### src/rtl/eeprom_port_arbiter_if.sv
// Requester and EEPROM-side signals of the EEPROM port arbiter.
// The slave modport is the arbiter side, and the master modport is the requester/EEPROM side.
interface eeprom_port_arbiter_if;
    // Each requester holds req, we, addr and wdata stable until it sees its
    // one-cycle gnt. After gnt, req is free. A req that is still high after
    // done counts as a new request.
    logic        cmd_req;
    logic        cmd_we;
    logic [17:0] cmd_addr;
    logic [15:0] cmd_wdata;
    logic        cmd_gnt;
    logic        cmd_done;
    logic        cmd_err;
    logic        scan_req;
    logic        scan_we;
    logic [17:0] scan_addr;
    logic [15:0] scan_wdata;
    logic        scan_gnt;
    logic        scan_done;
    logic        scan_err;
    logic [15:0] rdata;
    logic        busy;
    logic [15:0] readBus_EEPROM;
    logic [17:0] readAddr_EEPROM;
    logic        we_EEPROM;
    logic [15:0] writeAddr_EEPROM;
    logic [15:0] writeBus_EEPROM;

    modport slave (
        input  cmd_req, cmd_we, cmd_addr, cmd_wdata,
        input  scan_req, scan_we, scan_addr, scan_wdata,
        input  readBus_EEPROM,
        output cmd_gnt, cmd_done, cmd_err,
        output scan_gnt, scan_done, scan_err,
        output rdata, busy,
        output readAddr_EEPROM, we_EEPROM, writeAddr_EEPROM, writeBus_EEPROM
    );

    modport master (
        output cmd_req, cmd_we, cmd_addr, cmd_wdata,
        output scan_req, scan_we, scan_addr, scan_wdata,
        output readBus_EEPROM,
        input  cmd_gnt, cmd_done, cmd_err,
        input  scan_gnt, scan_done, scan_err,
        input  rdata, busy,
        input  readAddr_EEPROM, we_EEPROM, writeAddr_EEPROM, writeBus_EEPROM
    );
endinterface

### src/rtl/eeprom_port_arbiter.sv
// Arbitrates one EEPROM port between the command path and the sensor scanner.
// Command has fixed priority, and a starvation counter forces a scan grant when it saturates.
module eeprom_port_arbiter #(
    parameter int READ_LAT     = 1,
    parameter int WRITE_CYCLES = 4,
    parameter int STARVE_MAX   = 8
) (
    input  logic                  clock,
    input  logic                  rst_n,
    eeprom_port_arbiter_if.slave  bus,
    output logic [1:0]            dbg_state
);
    typedef enum logic [1:0] {IDLE = 2'd0, READ = 2'd1, WRITE = 2'd2, FINISH = 2'd3} state_t;

    state_t      state_q, state_d;
    logic [3:0]  cnt_q, cnt_d;
    logic [3:0]  starve_q, starve_d;
    logic        owner_q, owner_d;
    logic        rej_q, rej_d;
    logic [17:0] addr_q, addr_d;
    logic [15:0] wdata_q, wdata_d;
    logic [15:0] rdata_q, rdata_d;
    logic        busy_q, busy_d;
    logic        cmd_gnt_q, cmd_gnt_d, cmd_done_q, cmd_done_d, cmd_err_q, cmd_err_d;
    logic        scan_gnt_q, scan_gnt_d, scan_done_q, scan_done_d, scan_err_q, scan_err_d;
    logic [17:0] rd_addr_q, rd_addr_d;
    logic        wr_en_q, wr_en_d;
    logic [15:0] wr_addr_q, wr_addr_d;
    logic [15:0] wr_data_q, wr_data_d;

    logic        sel_scan;
    logic        sel_we;
    logic [17:0] sel_addr;
    logic [15:0] sel_wdata;

    always_comb begin
        state_d     = state_q;
        cnt_d       = cnt_q;
        starve_d    = starve_q;
        owner_d     = owner_q;
        rej_d       = rej_q;
        addr_d      = addr_q;
        wdata_d     = wdata_q;
        rdata_d     = rdata_q;
        cmd_gnt_d   = 1'b0;
        cmd_done_d  = 1'b0;
        cmd_err_d   = 1'b0;
        scan_gnt_d  = 1'b0;
        scan_done_d = 1'b0;
        scan_err_d  = 1'b0;
        rd_addr_d   = '0;
        wr_en_d     = 1'b0;
        wr_addr_d   = '0;
        wr_data_d   = '0;
        sel_scan    = bus.scan_req && (!bus.cmd_req || starve_q == 4'(STARVE_MAX));
        sel_we      = sel_scan ? bus.scan_we    : bus.cmd_we;
        sel_addr    = sel_scan ? bus.scan_addr  : bus.cmd_addr;
        sel_wdata   = sel_scan ? bus.scan_wdata : bus.cmd_wdata;

        unique case (state_q)
            IDLE: begin
                if (!bus.scan_req) starve_d = '0;
                // The cycle that shows done is not a decision cycle, so a req
                // still held at done is granted one cycle later.
                if ((bus.cmd_req || bus.scan_req) && !(cmd_done_q || scan_done_q)) begin
                    owner_d = sel_scan;
                    addr_d  = sel_addr;
                    wdata_d = sel_wdata;
                    if (sel_scan) begin
                        scan_gnt_d = 1'b1;
                        starve_d   = '0;
                    end else begin
                        cmd_gnt_d = 1'b1;
                        if (bus.scan_req && starve_q < 4'(STARVE_MAX)) starve_d = starve_q + 4'd1;
                    end
                    if (!sel_we) begin
                        state_d   = READ;
                        cnt_d     = 4'(READ_LAT - 1);
                        rd_addr_d = sel_addr;
                        rej_d     = 1'b0;
                    end else if (sel_addr[17:16] == 2'b00) begin
                        state_d   = WRITE;
                        cnt_d     = 4'(WRITE_CYCLES - 1);
                        wr_en_d   = 1'b1;
                        wr_addr_d = sel_addr[15:0];
                        wr_data_d = sel_wdata;
                        rej_d     = 1'b0;
                    end else begin
                        state_d = FINISH;
                        rej_d   = 1'b1;
                    end
                end
            end
            READ: begin
                if (cnt_q == 4'd0) begin
                    rdata_d = bus.readBus_EEPROM;
                    state_d = FINISH;
                end else begin
                    cnt_d     = cnt_q - 4'd1;
                    rd_addr_d = addr_q;
                end
            end
            WRITE: begin
                if (cnt_q == 4'd0) begin
                    state_d = FINISH;
                end else begin
                    cnt_d     = cnt_q - 4'd1;
                    wr_en_d   = 1'b1;
                    wr_addr_d = addr_q[15:0];
                    wr_data_d = wdata_q;
                end
            end
            FINISH: begin
                state_d     = IDLE;
                cmd_done_d  = !owner_q;
                cmd_err_d   = !owner_q && rej_q;
                scan_done_d = owner_q;
                scan_err_d  = owner_q && rej_q;
            end
            default: state_d = IDLE;
        endcase
        busy_d = (state_d != IDLE);
    end

    always_ff @(posedge clock or negedge rst_n) begin
        if (!rst_n) begin
            state_q     <= IDLE;
            cnt_q       <= '0;
            starve_q    <= '0;
            owner_q     <= 1'b0;
            rej_q       <= 1'b0;
            addr_q      <= '0;
            wdata_q     <= '0;
            rdata_q     <= '0;
            busy_q      <= 1'b0;
            cmd_gnt_q   <= 1'b0;
            cmd_done_q  <= 1'b0;
            cmd_err_q   <= 1'b0;
            scan_gnt_q  <= 1'b0;
            scan_done_q <= 1'b0;
            scan_err_q  <= 1'b0;
            rd_addr_q   <= '0;
            wr_en_q     <= 1'b0;
            wr_addr_q   <= '0;
            wr_data_q   <= '0;
        end else begin
            state_q     <= state_d;
            cnt_q       <= cnt_d;
            starve_q    <= starve_d;
            owner_q     <= owner_d;
            rej_q       <= rej_d;
            addr_q      <= addr_d;
            wdata_q     <= wdata_d;
            rdata_q     <= rdata_d;
            busy_q      <= busy_d;
            cmd_gnt_q   <= cmd_gnt_d;
            cmd_done_q  <= cmd_done_d;
            cmd_err_q   <= cmd_err_d;
            scan_gnt_q  <= scan_gnt_d;
            scan_done_q <= scan_done_d;
            scan_err_q  <= scan_err_d;
            rd_addr_q   <= rd_addr_d;
            wr_en_q     <= wr_en_d;
            wr_addr_q   <= wr_addr_d;
            wr_data_q   <= wr_data_d;
        end
    end

    assign bus.cmd_gnt          = cmd_gnt_q;
    assign bus.cmd_done         = cmd_done_q;
    assign bus.cmd_err          = cmd_err_q;
    assign bus.scan_gnt         = scan_gnt_q;
    assign bus.scan_done        = scan_done_q;
    assign bus.scan_err         = scan_err_q;
    assign bus.rdata            = rdata_q;
    assign bus.busy             = busy_q;
    assign bus.readAddr_EEPROM  = rd_addr_q;
    assign bus.we_EEPROM        = wr_en_q;
    assign bus.writeAddr_EEPROM = wr_addr_q;
    assign bus.writeBus_EEPROM  = wr_data_q;
    assign dbg_state            = state_q;
endmodule

### src/flat_wrapper.sv
// flat-port wrapper written by rule: the top's interface ports become plain ports
module eeprom_port_arbiter_flat 
#(
    parameter int READ_LAT     = 1,
    parameter int WRITE_CYCLES = 4,
    parameter int STARVE_MAX   = 8
)
  (clock, rst_n, dbg_state, bus_cmd_req, bus_cmd_we, bus_cmd_addr, bus_cmd_wdata, bus_scan_req, bus_scan_we, bus_scan_addr, bus_scan_wdata, bus_readBus_EEPROM, bus_cmd_gnt, bus_cmd_done, bus_cmd_err, bus_scan_gnt, bus_scan_done, bus_scan_err, bus_rdata, bus_busy, bus_readAddr_EEPROM, bus_we_EEPROM, bus_writeAddr_EEPROM, bus_writeBus_EEPROM);
  eeprom_port_arbiter_if bus_i ();
  input  logic clock;
  input  logic rst_n;
  output logic [1:0] dbg_state;
  input wire logic [$bits(bus_i.cmd_req)-1:0] bus_cmd_req;
  input wire logic [$bits(bus_i.cmd_we)-1:0] bus_cmd_we;
  input wire logic [$bits(bus_i.cmd_addr)-1:0] bus_cmd_addr;
  input wire logic [$bits(bus_i.cmd_wdata)-1:0] bus_cmd_wdata;
  input wire logic [$bits(bus_i.scan_req)-1:0] bus_scan_req;
  input wire logic [$bits(bus_i.scan_we)-1:0] bus_scan_we;
  input wire logic [$bits(bus_i.scan_addr)-1:0] bus_scan_addr;
  input wire logic [$bits(bus_i.scan_wdata)-1:0] bus_scan_wdata;
  input wire logic [$bits(bus_i.readBus_EEPROM)-1:0] bus_readBus_EEPROM;
  output wire logic [$bits(bus_i.cmd_gnt)-1:0] bus_cmd_gnt;
  output wire logic [$bits(bus_i.cmd_done)-1:0] bus_cmd_done;
  output wire logic [$bits(bus_i.cmd_err)-1:0] bus_cmd_err;
  output wire logic [$bits(bus_i.scan_gnt)-1:0] bus_scan_gnt;
  output wire logic [$bits(bus_i.scan_done)-1:0] bus_scan_done;
  output wire logic [$bits(bus_i.scan_err)-1:0] bus_scan_err;
  output wire logic [$bits(bus_i.rdata)-1:0] bus_rdata;
  output wire logic [$bits(bus_i.busy)-1:0] bus_busy;
  output wire logic [$bits(bus_i.readAddr_EEPROM)-1:0] bus_readAddr_EEPROM;
  output wire logic [$bits(bus_i.we_EEPROM)-1:0] bus_we_EEPROM;
  output wire logic [$bits(bus_i.writeAddr_EEPROM)-1:0] bus_writeAddr_EEPROM;
  output wire logic [$bits(bus_i.writeBus_EEPROM)-1:0] bus_writeBus_EEPROM;
  assign bus_i.cmd_req = bus_cmd_req;
  assign bus_i.cmd_we = bus_cmd_we;
  assign bus_i.cmd_addr = bus_cmd_addr;
  assign bus_i.cmd_wdata = bus_cmd_wdata;
  assign bus_i.scan_req = bus_scan_req;
  assign bus_i.scan_we = bus_scan_we;
  assign bus_i.scan_addr = bus_scan_addr;
  assign bus_i.scan_wdata = bus_scan_wdata;
  assign bus_i.readBus_EEPROM = bus_readBus_EEPROM;
  assign bus_cmd_gnt = bus_i.cmd_gnt;
  assign bus_cmd_done = bus_i.cmd_done;
  assign bus_cmd_err = bus_i.cmd_err;
  assign bus_scan_gnt = bus_i.scan_gnt;
  assign bus_scan_done = bus_i.scan_done;
  assign bus_scan_err = bus_i.scan_err;
  assign bus_rdata = bus_i.rdata;
  assign bus_busy = bus_i.busy;
  assign bus_readAddr_EEPROM = bus_i.readAddr_EEPROM;
  assign bus_we_EEPROM = bus_i.we_EEPROM;
  assign bus_writeAddr_EEPROM = bus_i.writeAddr_EEPROM;
  assign bus_writeBus_EEPROM = bus_i.writeBus_EEPROM;
  eeprom_port_arbiter #(.READ_LAT(READ_LAT), .WRITE_CYCLES(WRITE_CYCLES), .STARVE_MAX(STARVE_MAX)) u_core (.clock(clock), .rst_n(rst_n), .bus(bus_i), .dbg_state(dbg_state));
endmodule
### config.mk
export PLATFORM = sky130hd
export DESIGN_NAME = eeprom_port_arbiter_flat
export DESIGN_NICKNAME = d
export VERILOG_FILES = /design/src/rtl/eeprom_port_arbiter_if.sv /design/src/rtl/eeprom_port_arbiter.sv /design/src/flat_wrapper.sv
export SDC_FILE = /design/constraint.sdc
export NUM_CORES = 1
export LEC_CHECK = 0
export ABC_AREA = 1
export BUFFER_PORTS_ARGS = -buffer_cell sky130_fd_sc_hd__buf_2
export CORE_MARGIN = 10
export CORE_UTILIZATION = 46
export DETAILED_ROUTE_END_ITERATION = 10
export PLACE_DENSITY_LB_ADDON = 0.05
export SKIP_CTS_REPAIR_TIMING = 1
export SYNTH_ARGS = -nofsm -noshare
export SYNTH_HDL_FRONTEND = slang
export SYNTH_SLANG_ARGS = --single-unit
### constraint.sdc
create_clock -name clock -period 1.6 [get_ports clock]
set_input_delay 0.16 -clock clock [delete_from_list [all_inputs] [get_ports clock]]
set_output_delay 0.16 -clock clock [all_outputs]
set_load 0.005 [all_outputs]
==> results.md <==
* Setup ws final at -222.7 ps
* Antenna cell count at 0
* Slew Limit Headroom at 0.7502
* First drt pass iteration count at 4
* Total leakage power at 4.335 nW
* Core ar. at 11320 um2
* GPL Wtd Cong at 0.8099
* Area Growth Syn to Fin at 47.48%
* Share of cells above drive strength 1 at 0.3520
* Hold depth at 3
* Initial DRC Count at 309
* Routed via count at 4941
* Share of the synthesized area in the top cell type at 0.5672
* Routed WL at 16.03 mm
* Multiplexer area fraction after synthesis at 0.03403
* Clk sinks at 120
* Setup Skew at 7.537 ps
* Synth Area in XOR/XNOR at 0.003309
* WS Path Type: reg2reg
* Startpoint types: flip-flop
* Die H at 127.3 um
* Final hold violations at 9
* Largest net degree at the start of global routing at 71
* Yosys reg bits at 120
* Failing checks: negative hold slack, negative setup slack
* Post-synthesis adder-cell area fraction at 0.01891
* DIE WIDTH at 127.3 um
* Critical-path maximum fanout at 7
* Fill cells at 882
* PortBufs at 165
* Most frequent cells in the layout: nand2_1 (195), buf_2 (164), dfrtp_1 (120)
* Sequential area share after synthesis at 0.5672
* # rows at 39
* Hold crit path type: in2reg
* Main combinational cell family by area after synthesis: simple AND/OR/NAND/NOR gates
* Mean area per synthesized cell at 8.678 um2
* Nets@finish at 943
* Initial antenna violation count at 0
* Via density at 4.936
* CTS tree: built
* Worst path required time at 1900 ps
* H-tree levels at 4
* Antenna viol nets, final at 0
* Reg2reg path depth at 14
* Setup TNS at -7483 ps
* DIE AREA at 16200 um2
* Result of the run: complete, but fails checks
* Fmax at 0.5486 GHz
* Mapped cell area at 5294 um2
* Overall power at 0.01491 W
* Crit share post-route at 1.139
* Post-synth EDFFs at 0
* Routed WL per cell at 16.01 um
* Non-filler cells, final at 1001
* Post-synth top flop: dfrtp_1
* Hold_ws at -27.73 ps
* FF/Latch Area at 3003 um2
* CTS root buf: clkbuf_16
* Grt ovf at 0
* Net Count, Synth at 708
* Arrival time at the worst endpoint at 2120 ps
* Tmin final at 1823 ps
* Clk pin slew, worst setup/hold paths at 60 ps
* Syn. warnings at 0
* Synth cell types at 27
* Max IR drop VDD at 1.034 mV
* Final core occ at 0.6897
* First-pass GRT wire length at 24.48 mm
* Leading cell type in the layout, fill and taps excluded: nand2_1
* Compound-Gate Fraction of Synth Area at 0.05838
* Critical Path Sink Type: flip-flop
* # setup viols final at 60
* Ys async rst share at 1.000
* Placed insts at 928
* MaxCap Viol Count at 0
* Unrepaired setup endpoints after global routing: true
* Simple-gate share of the synthesized area at 0.2510
* Multi-input logic area at 2079 um2
* DP HPWL at 11.01 mm
* Synth area leaders: dfrtp_1 (57%), nand2_1 (15%), nand3_1 (7.1%)
* CTS buffer count at 17
* Initial Utilization at 0.4676
* Final number of max-transition violations at 0
* Setup WS pre-CTS at -235.4 ps
* Worst Max-Slew Pin Slew at 374.6 ps
* Clock latency on the worst-skew pair at 420 ps
* GRT Overall Usage at 0.1874
* Post-synthesis cell count at 610
* PD cells at 1909 nW/um2
* Io pins at 166
* Synth area leader: dfrtp_1
* Clock Path Buffers at 2
* Residual DRC at 0
* Vias in the first global route at 4957
[through the flow]
| step | instance area [um2] | hold WS [ps] |
|---|---|---|
| floorplan | 5344 | -135.6 |
| detailed placement | 6578 | 1.713 |
| CTS | 7182 | -439.2 |
| global route | 7807 | 0.3786 |
| finish | 7807 | -27.73 |
| global placement | 6578 | 1.180 |
[cells by family (layout without fill, tap and decap cells)]
| kind of cell | Yosys count | after routing |
|---|---|---|
| AOI/OAI and AO/OA | 59 | 59 |
| xor gates and xnor gates | 2 | 2 |
| adders and majority gates | 8 | 8 |
| buffers and inverters | 86 | 334 |
| DFF | 120 | 120 |
| muxes | 16 | 16 |
| and+or+nand+nor | 319 | 319 |
[worst paths after layout]
path                                    start                        endpoint  slack [ps]
setup / recovery           u_core.starve_q[0]  u_core.bus.writeAddr_EEPROM[7]        -220
hold / removal               bus_cmd_wdata[2]               u_core.wdata_q[2]         -30
setup reg to reg           u_core.starve_q[0]  u_core.bus.writeAddr_EEPROM[7]        -220
hold reg to reg              u_core.addr_q[8]                u_core.addr_q[8]         480
max in group asynchronous               rst_n   u_core.bus.readAddr_EEPROM[6]         880
min in group asynchronous               rst_n               u_core.addr_q[14]         130
[flip-flops by register name, summed over array words and instances, names as in the netlist, 2 cells and up]
register / cells
u_core.addr_q: 18
u_core.bus.writeBus_EEPROM: 16
u_core.starve_q: 4
u_core.cnt_q: 4
u_core.bus.readAddr_EEPROM: 18
u_core.wdata_q: 16
u_core.dbg_state: 2
u_core.bus.rdata: 16
u_core.bus.writeAddr_EEPROM: 16
[final cells by class]
type,count,area share
Tap cell,143,0.02292
Inverter,59,0.02869
Timing Repair Buffer,243,0.2200
Clock inverter,7,0.01138
Sequential cell,120,0.3846
Clock buffer,25,0.06603
Multi-Input combinational cell,404,0.2663
[Yosys cell counts, types with 3 or more instances]
library cell  instances
a21oi_1               3
buf_2                 8
buf_4                 6
clkbuf_1             13
dfrtp_1             120
ha_1                  8
inv_1                56
inv_2                 3
mux2_2               16
nand2_1             210
nand2_2               3
nand3_1              75
nor2_1               22
nor3_1                3
o21ai_0              41
o21ai_1               6
o22ai_1               5
[worst max-delay path, cell delays in order, from the launching register on]
cell	delay, ps
dfrtp_1	400
inv_2	80
ha_4	120
inv_2	40
nor2_4	90
nand2_4	90
buf_6	120
nand3b_1	120
nand2_2	80
nand2_4	100
nor2_4	50
buf_12	140
clkbuf_16	150
nand2_1	50
o21ai_0	70
[per-layer routing]
layer	vias up	global-route usage	routed length (um)
li1	2425	-	-
met1	2334	0.2243	6669
met2	161	0.3092	8067
met3	21	0.05707	1061
met4	0	0.07368	228
met5	-	0	0
[power by group]
group | leakage [nW] | total [W] | switching (W) | internal, W
registers | 1.55 | 0.00479 | 0.000539 | 0.00425
logic | 2.49 | 0.00627 | 0.00351 | 0.00277
clock network | 0.303 | 0.00385 | 0.00132 | 0.00253
total | 4.33 | 0.0149 | 0.00536 | 0.00954
Power figures use the tool's default switching activity.
